### config.mk
export PLATFORM = sky130hd
export DESIGN_NAME = regfile_multiport_flat
export DESIGN_NICKNAME = d
export VERILOG_FILES = /design/src/rtl/regfile_multiport_if.sv /design/src/rtl/regfile_multiport.sv /design/src/flat_wrapper.sv
export SDC_FILE = /design/constraint.sdc
export NUM_CORES = 1
export LEC_CHECK = 0
export CAP_MARGIN = 10
export CELL_PAD_IN_SITES_DETAIL_PLACEMENT = 0
export CELL_PAD_IN_SITES_GLOBAL_PLACEMENT = 1
export CORE_ASPECT_RATIO = 1.75
export CORE_MARGIN = 1.5
export CORE_UTILIZATION = 58
export DETAILED_ROUTE_END_ITERATION = 10
export PLACE_DENSITY_LB_ADDON = 0.1
export SLEW_MARGIN = 30
export SYNTH_ARGS = -nofsm -noshare
export SYNTH_HDL_FRONTEND = slang
export SYNTH_SLANG_ARGS = --single-unit
### constraint.sdc
create_clock -name clk -period 7.9 [get_ports clk]
set_input_delay 1.58 -clock clk [delete_from_list [all_inputs] [get_ports clk]]
set_output_delay 1.58 -clock clk [all_outputs]
set_load 0.05 [all_outputs]
### src/rtl/regfile_multiport_if.sv
`default_nettype none
// ============================================================================
// Module   : regfile_multiport_if
// Purpose  : ID-stage register file bus. Carries the WB-stage write, the
//            packed operand read addresses and the registered read data,
//            plus the busy flag the pipeline stalls on.
// Revision : 1.0 - initial release
// ============================================================================
interface regfile_multiport_if #(
  parameter int DATA_W = 32,
  parameter int ADDR_W = 5,
  parameter int NUM_RD = 2
) ();

  logic                     WB;
  logic [ADDR_W-1:0]        writeReg;
  logic [DATA_W-1:0]        writeData;
  logic [NUM_RD*ADDR_W-1:0] readReg;
  logic [NUM_RD*DATA_W-1:0] RegData;
  logic                     busy;

  // Pipeline side: issues writes and read addresses, consumes data/busy
  modport master (
    output WB, writeReg, writeData, readReg,
    input  RegData, busy
  );

  // Register file side
  modport slave (
    input  WB, writeReg, writeData, readReg,
    output RegData, busy
  );

endinterface
`default_nettype wire

### src/rtl/regfile_multiport.sv
`default_nettype none
// ============================================================================
// Module   : regfile_multiport
// Purpose  : Parametrised multi-read-port register file with register 0
//            hardwired to zero, a post-reset clear sequencer (busy flag)
//            and 1-cycle registered read data.
// Options  : REGFILE_BYPASS_EN - when defined, a same-edge write to a read
//            port's address is forwarded to that port (write-first).
//            When undefined, reads are read-before-write.
// Revision : 1.0 - initial release
// ============================================================================
module regfile_multiport #(
  parameter int DATA_W = 32,
  parameter int ADDR_W = 5,
  parameter int NUM_RD = 2   // legal range 1..4
) (
  input wire logic           clk,
  input wire logic           rst,
  regfile_multiport_if.slave bus
);

  localparam int DEPTH = 2 ** ADDR_W;
  localparam logic [ADDR_W-1:0] c_lastIdx  = ADDR_W'(DEPTH - 1);
  localparam logic [ADDR_W-1:0] c_firstIdx = ADDR_W'(1);

  typedef enum logic [0:0] {
    CLEAR = 1'b0,
    IDLE  = 1'b1
  } state_t;

  state_t                   r_state;
  state_t                   w_stateNext;
  logic [ADDR_W-1:0]        r_clrIdx;
  logic [ADDR_W-1:0]        w_clrIdxNext;
  logic                     r_busy;
  logic                     w_busyNext;

  logic                     w_memWe;
  logic [ADDR_W-1:0]        w_memAddr;
  logic [DATA_W-1:0]        w_memData;
  logic [DATA_W-1:0]        r_mem [DEPTH];

  logic [NUM_RD*DATA_W-1:0] w_rdData;
  logic [NUM_RD*DATA_W-1:0] r_regData;

  // Sequencer state register; reset restarts the clear from index 1
  always_ff @(posedge clk) begin
    if (rst) begin
      r_state  <= CLEAR;
      r_clrIdx <= c_firstIdx;
      r_busy   <= 1'b1;
    end else begin
      r_state  <= w_stateNext;
      r_clrIdx <= w_clrIdxNext;
      r_busy   <= w_busyNext;
    end
  end

  // Next state and the single array write port (clear walker or WB write)
  always_comb begin
    w_stateNext  = r_state;
    w_clrIdxNext = r_clrIdx;
    w_busyNext   = r_busy;
    w_memWe      = 1'b0;
    w_memAddr    = r_clrIdx;
    w_memData    = '0;
    if (r_state == CLEAR) begin
      // User writes are ignored; zero the current index and advance.
      // The index is held at the last entry so it never wraps.
      w_memWe = 1'b1;
      if (r_clrIdx == c_lastIdx) begin
        w_stateNext = IDLE;
        w_busyNext  = 1'b0;
      end else begin
        w_clrIdxNext = r_clrIdx + c_firstIdx;
      end
    end else begin
      w_memWe   = bus.WB && (bus.writeReg != '0);
      w_memAddr = bus.writeReg;
      w_memData = bus.writeData;
    end
  end

  // Array write; the reset edge itself leaves the contents untouched
  always_ff @(posedge clk) begin
    if (!rst && w_memWe) begin
      r_mem[w_memAddr] <= w_memData;
    end
  end

  // Per-port read mux: address 0 reads zero, optional write-first forwarding
  always_comb begin
    w_rdData = '0;
    for (int i = 0; i < NUM_RD; i++) begin
      if (bus.readReg[i*ADDR_W +: ADDR_W] != '0) begin
        w_rdData[i*DATA_W +: DATA_W] = r_mem[bus.readReg[i*ADDR_W +: ADDR_W]];
      end
`ifdef REGFILE_BYPASS_EN
      // w_memWe in IDLE already excludes address 0 and WB=0
      if ((r_state == IDLE) && w_memWe &&
          (bus.writeReg == bus.readReg[i*ADDR_W +: ADDR_W])) begin
        w_rdData[i*DATA_W +: DATA_W] = bus.writeData;
      end
`endif
    end
  end

  // Registered read data; forced to zero on reset and throughout the clear
  always_ff @(posedge clk) begin
    if (rst || (r_state == CLEAR)) begin
      r_regData <= '0;
    end else begin
      r_regData <= w_rdData;
    end
  end

  assign bus.RegData = r_regData;
  assign bus.busy    = r_busy;

endmodule
`default_nettype wire

### src/flat_wrapper.sv
// flat-port wrapper written by rule: the top's interface ports become plain ports
module regfile_multiport_flat 
#(
  parameter int DATA_W = 32,
  parameter int ADDR_W = 5,
  parameter int NUM_RD = 2                      
)
  (clk, rst, bus_WB, bus_writeReg, bus_writeData, bus_readReg, bus_RegData, bus_busy);
  regfile_multiport_if #(.DATA_W(DATA_W), .ADDR_W(ADDR_W), .NUM_RD(NUM_RD)) bus_i ();
  input wire logic clk;
  input wire logic rst;
  input wire logic [$bits(bus_i.WB)-1:0] bus_WB;
  input wire logic [$bits(bus_i.writeReg)-1:0] bus_writeReg;
  input wire logic [$bits(bus_i.writeData)-1:0] bus_writeData;
  input wire logic [$bits(bus_i.readReg)-1:0] bus_readReg;
  output wire logic [$bits(bus_i.RegData)-1:0] bus_RegData;
  output wire logic [$bits(bus_i.busy)-1:0] bus_busy;
  assign bus_i.WB = bus_WB;
  assign bus_i.writeReg = bus_writeReg;
  assign bus_i.writeData = bus_writeData;
  assign bus_i.readReg = bus_readReg;
  assign bus_RegData = bus_i.RegData;
  assign bus_busy = bus_i.busy;
  regfile_multiport #(.DATA_W(DATA_W), .ADDR_W(ADDR_W), .NUM_RD(NUM_RD)) u_core (.clk(clk), .rst(rst), .bus(bus_i));
endmodule
---- Word level (Yosys, flattened, before mapping) ----
Memories as Yosys holds them, arrays and structs flattened. A register that Yosys moved wholly into a read port is not among the register bits.
Cells that the tools add are included.
Widths: inputs -> output; s select.
cells by class
  add/sub/neg operators ................... 1
  multiplexer cells ....................... 7
  reduce and logical (&&, ||, !) cells .... 11
  eq/ne operators ......................... 1
  bitwise logic cells ..................... 4
operators by type and width
  cell                 count
  $mux 32              1
  $reduce_bool 5->1    3
  $add 5x1->5 const B  1
  $eq 5x5->1 const B   1
  $mux 1               5
  $mux 5               1
  $not 1->1            4
  $reduce_and 2->1     2
  $reduce_or 2->1      2
  $logic_and 1x1->1    2
  $logic_not 1->1      1
  $logic_or 1x1->1     1
storage, ports and cells
  memories kept ........................... 1
  input bits .............................. 50
  output and inout bits ................... 65
  memory bits (writable) .................. 1024
  register bits ........................... 7
memories
  name          words  width  rd ports  clocked after memory_dff  wr ports  line                     source
  u_core.r_mem  32     32     2         2                         1         regfile_multiport.sv:41  logic [DATA_W-1:0] r_mem [DEPTH];

---- Longest topological paths before layout ----
  word-level depth ........................ 6
  mapped depth ............................ 9

---- Worst setup path after synthesis ----
Ideal clock, no wire load.
  path kind ............................... input-to-reg
  from .................................... in bus_writeReg[0]
  to ...................................... mem u_core.r_mem[10][0] (enable)
  arrival ................................. 3588 ps
  stages .................................. 3
  setup time .............................. 421 ps
  path buffers ............................ 0
  setup slack ............................. 3890 ps
  cells stage by stage .................... mux2_2 > a211o_1 > nor2_1
on the way
  cells in the longest elaborated chain, start to end .. 6
RTL lines
  item                          line                     source
  from (decl)                   flat_wrapper.sv:13       input wire logic [$bits(bus_i.writeReg)-1:0] bus_writeReg;
  $reduce_bool 5->1             regfile_multiport.sv:78  w_memWe = bus.WB && (bus.writeReg != '0);
  $logic_and 1x1->1             regfile_multiport.sv:78
  $mux 1                        regfile_multiport.sv:67  if (r_state == CLEAR) begin
  $logic_and 1x1->1             regfile_multiport.sv:86  if (!rst && w_memWe) begin
  $mux 1                        regfile_multiport.sv:86
  $mux 1 (not written as such)  regfile_multiport.sv:87  r_mem[w_memAddr] <= w_memData;
  to (decl)                     regfile_multiport.sv:41
Several ways; a longest one is shown, not always the timed one.

---- Worst setup path after layout ----
  from .................................... in bus_readReg[6]
  to ...................................... reg u_core.r_regData[63] (netlist: u_core.bus.RegData[63]) (read register of u_core.r_mem)
on the way
  cells in the longest elaborated chain, start to end .. 3
RTL lines
  item                       line                     source
  from (decl)                flat_wrapper.sv:15       input wire logic [$bits(bus_i.readReg)-1:0] bus_readReg;
  $reduce_bool 5->1          regfile_multiport.sv:95  if (bus.readReg[i*ADDR_W +: ADDR_W] != '0) begin
  $not 1->1 (no line)        --
  $reduce_or 2->1 (no line)  --
  to (decl)                  regfile_multiport.sv:44  logic [NUM_RD*DATA_W-1:0] r_regData;
Several ways; a longest one is shown, not always the timed one.
A chain may end at the register's enable or synchronous reset.

==> impl_metrics.ini <==
[run_status]
status = complete, no violations

[cts]
post_cts_buffers = 0
htree_levels = 3
cts_tree = yes
cts_resized = 0
clk_path_buf_depth = 3
cts_root_buf = clkbuf_16
holdBufCountCts = 0
clkSinkCount = 1095
numCtsBuffers = 96
cts.clk_slew.worst_paths_ps = 60
worstSkewPairLatency_ps = 710

[route]
drt_pass1_iterations = 6
viasPerCell = 7.23
wl_per_cell_um = 37.8
vias = 30000
drtAntennaViolNets = 0
drc = 0
wl_um = 157000
drt_iter0_markers = 3709

[critical_path]
crit_slowest_cell = buf_6
cp.arrival_ps = 4560
worstSetupEndpointType = flop
path_buf_inv = 3
worst-path-stages = 7
crit_chain = buf_8 -> buf_6 -> and2_2 -> buf_4 -> a22oi_1 -> nand3_1 -> nand4_1
rr_worst_depth = 4
criticalPathCategory = input port to flop
required_ps = 8460
start_kind = input port
critPathMaxFanout = 75
cp_top_family = buffers and inverters
crit_path_max_incr_delay_ps = 690

[sta]
post-route-min-period_ps = 3990
fin_skew_ps = 21.6
hold_violations = 0
finalSetupViolCount = 0
worst_pin_slew_ps = 1040
final_max_slew_viol_count = 0
slew_headroom = 0.310
rsz0062_at_grt = no
finalSetupTns_ps = 0
fin_crit_sh = 0.506
fmax_mhz = 250

[power]
powerDensity_nw_per_um2 = 214
irDropWorstVdd_mv = 0.206
p_total_w = 0.0119
leakagePower_nw = 17.8

[layout]
final_cells = 4145
fillCellCount = 5981
nets = 2964
insertedDiodeCount = 0
drive_above_1_share = 0.257
final_util = 0.649
syn2layout_area_growth_pct = 11.0

[place]
portBuffers = 114
gp_congestion = 0.842
hpwl_um = 86300
place_inst = 3965

[synthesis]
netlist_top_cells_area = edfxtp_1 61%, mux4_2 14%, mux2i_1 7.6%
avgSynthCellArea_um2 = 17.6
async_flop_share = 0
yosys_warnings = 0
synth_top_area_frac = 0.614
synth_edf_count = 1024
syn_area_um2 = 50100
synth-main-ff-cell = edfxtp_1
synth.distinct_cells = 47
yosys.area.top_type = edfxtp_1
synth_nets = 2902
ys_ff_latch = 1095
ys_seq_area_frac = 0.642
syn-instance-count = 2850

[global_routing]
antenna_found_initial = 3
grt_overflow_total = 0
grt_pass1_wl_um = 221000
grt_pass1_vias = 31200
grt_use_total = 0.361
grt_max_degree = 123

[flow_run]
max-cap-violations = 0

[floorplan]
die_h_um = 392
die_w_um = 225
start_util = 0.585
fp-row-count = 142
ios = 115
core_um2 = 85600
die_area_um2 = 88200

[worst_hold_path]
holdPathStages = 1
hold_class = flop to flop
==> cells by family (layout without fill, tap and decap cells) <==
logic type / count (synthesis) / in the layout / share of synthesized area
simple gates: 343 / 343 / 0.0344
fa+ha+maj: 2 / 2 / 0.000499
xor+xnor: 3 / 3 / 0.000525
buf+inv: 223 / 366 / 0.0237
mux: 842 / 842 / 0.249
flops: 1095 / 1095 / 0.642
compound gates: 342 / 342 / 0.0500
==> per-stage QoR <==
| step | instance area (um2) | hold slack (ps) | setup slack, ps |
|---|---|---|---|
| 4_1_cts | 55600 | 470 | 3990 |
| 6_report | 55600 | 462 | 3910 |
| 2_1_floorplan | 50100 | 481 | 3890 |
| 5_1_grt | 55600 | 499 | 3820 |
| 3_5_place_dp | 52400 | 456 | 3250 |
| 3_3_place_gp | 52400 | 443 | 3050 |
==> area by class of cell <==
type | instances | area (um2) | share of cell area
Tap cell | 1152 | 1440 | 0.0259
Clock buffer | 137 | 2750 | 0.0495
Multi-Input combinational cell | 1532 | 17100 | 0.307
Clock inverter | 42 | 368 | 0.00661
Timing Repair Buffer | 187 | 1790 | 0.0321
Sequential cell | 1095 | 32200 | 0.578
==> path summary, 6_finish.rpt <==
path | from | end | slack (ps)
max | bus_readReg[6] | u_core.bus.RegData[63]$_SDFF_PP0_ | 3910
min | u_core.bus.busy$_SDFFE_PP1P_ | u_core.bus.busy$_SDFFE_PP1P_ | 460
max reg2reg | u_core.r_state$_SDFF_PP0_ | u_core.r_mem[14][13]$_DFFE_PP_ | 4540
min reg2reg | u_core.bus.busy$_SDFFE_PP1P_ | u_core.bus.busy$_SDFFE_PP1P_ | 460
==> cell usage after synthesis (3+ instances only) <==
| cell type | n |
|---|---|
| a221o_1 | 3 |
| nor2b_1 | 40 |
| a22oi_1 | 142 |
| mux4_2 | 306 |
| a31oi_1 | 3 |
| o21a_1 | 29 |
| nand2b_1 | 4 |
| a21oi_1 | 3 |
| edfxtp_1 | 1024 |
| nand3_1 | 74 |
| mux2_2 | 156 |
| nand4_1 | 33 |
| or4_1 | 3 |
| o22ai_1 | 32 |
| a221oi_1 | 29 |
| clkbuf_1 | 80 |
| buf_6 | 16 |
| dfxtp_1 | 71 |
| mux2i_1 | 380 |
| nor2_1 | 70 |
| nand2_1 | 71 |
| buf_2 | 81 |
| a211oi_1 | 35 |
| buf_4 | 32 |
| o21ai_0 | 31 |
| and2_1 | 35 |
| o31ai_1 | 29 |
| buf_1 | 12 |
==> where the power goes <==
| group | internal (W) | switching (W) |
|---|---|---|
| sequential | 0.00630 | 0.0000254 |
| combinational | 0.000343 | 0.000480 |
| clock | 0.00262 | 0.00211 |
==> registers in the layout (all words and copies together), names as in the netlist <==
name / count
u_core.bus.RegData: 64
u_core.bus.busy: 1
u_core.r_clrIdx: 5
u_core.r_mem: 1024
u_core.r_state: 1
==> layer usage <==
metal | share of wire | vias to the layer above | routed length, um | global-route usage
met5 | 0.00017 | - | 26 | 0
met4 | 0.059 | 4 | 9260 | 0.194
met3 | 0.096 | 469 | 15100 | 0.0674
met2 | 0.50 | 1976 | 78500 | 0.602
met1 | 0.34 | 15600 | 54000 | 0.449
li1 | - | 11900 | - | -
==> layout by cell type, fill, tap and decap left out, types with 3 or more instances in the layout <==
master and n:
mux2_2 156, nand2b_1 3, nor2_1 35, nand3_1 74
nor2b_1 35, edfxtp_1 1024, clkbuf_8 9, buf_8 4
bufinv_16 6, a211oi_1 35, and2_1 3, o22ai_1 32
and2_2 32, or4_1 3, buf_6 6, clkbuf_1 27
clkinvlp_4 4, a21oi_1 3, nor2_4 35, clkinv_2 18
nor2b_4 5, o21ai_0 31, mux4_2 306, buf_12 4
o31ai_1 29, nand4_1 33, nand2_1 70, clkdlybuf4s50_1 106
clkinv_1 11, a221oi_1 29, clkbuf_16 101, a221o_1 3
a31oi_1 3, a22oi_1 142, mux2i_1 380, buf_4 64
dfxtp_1 70, o21a_1 29
No activity file was read; power rests on OpenSTA's default activity.
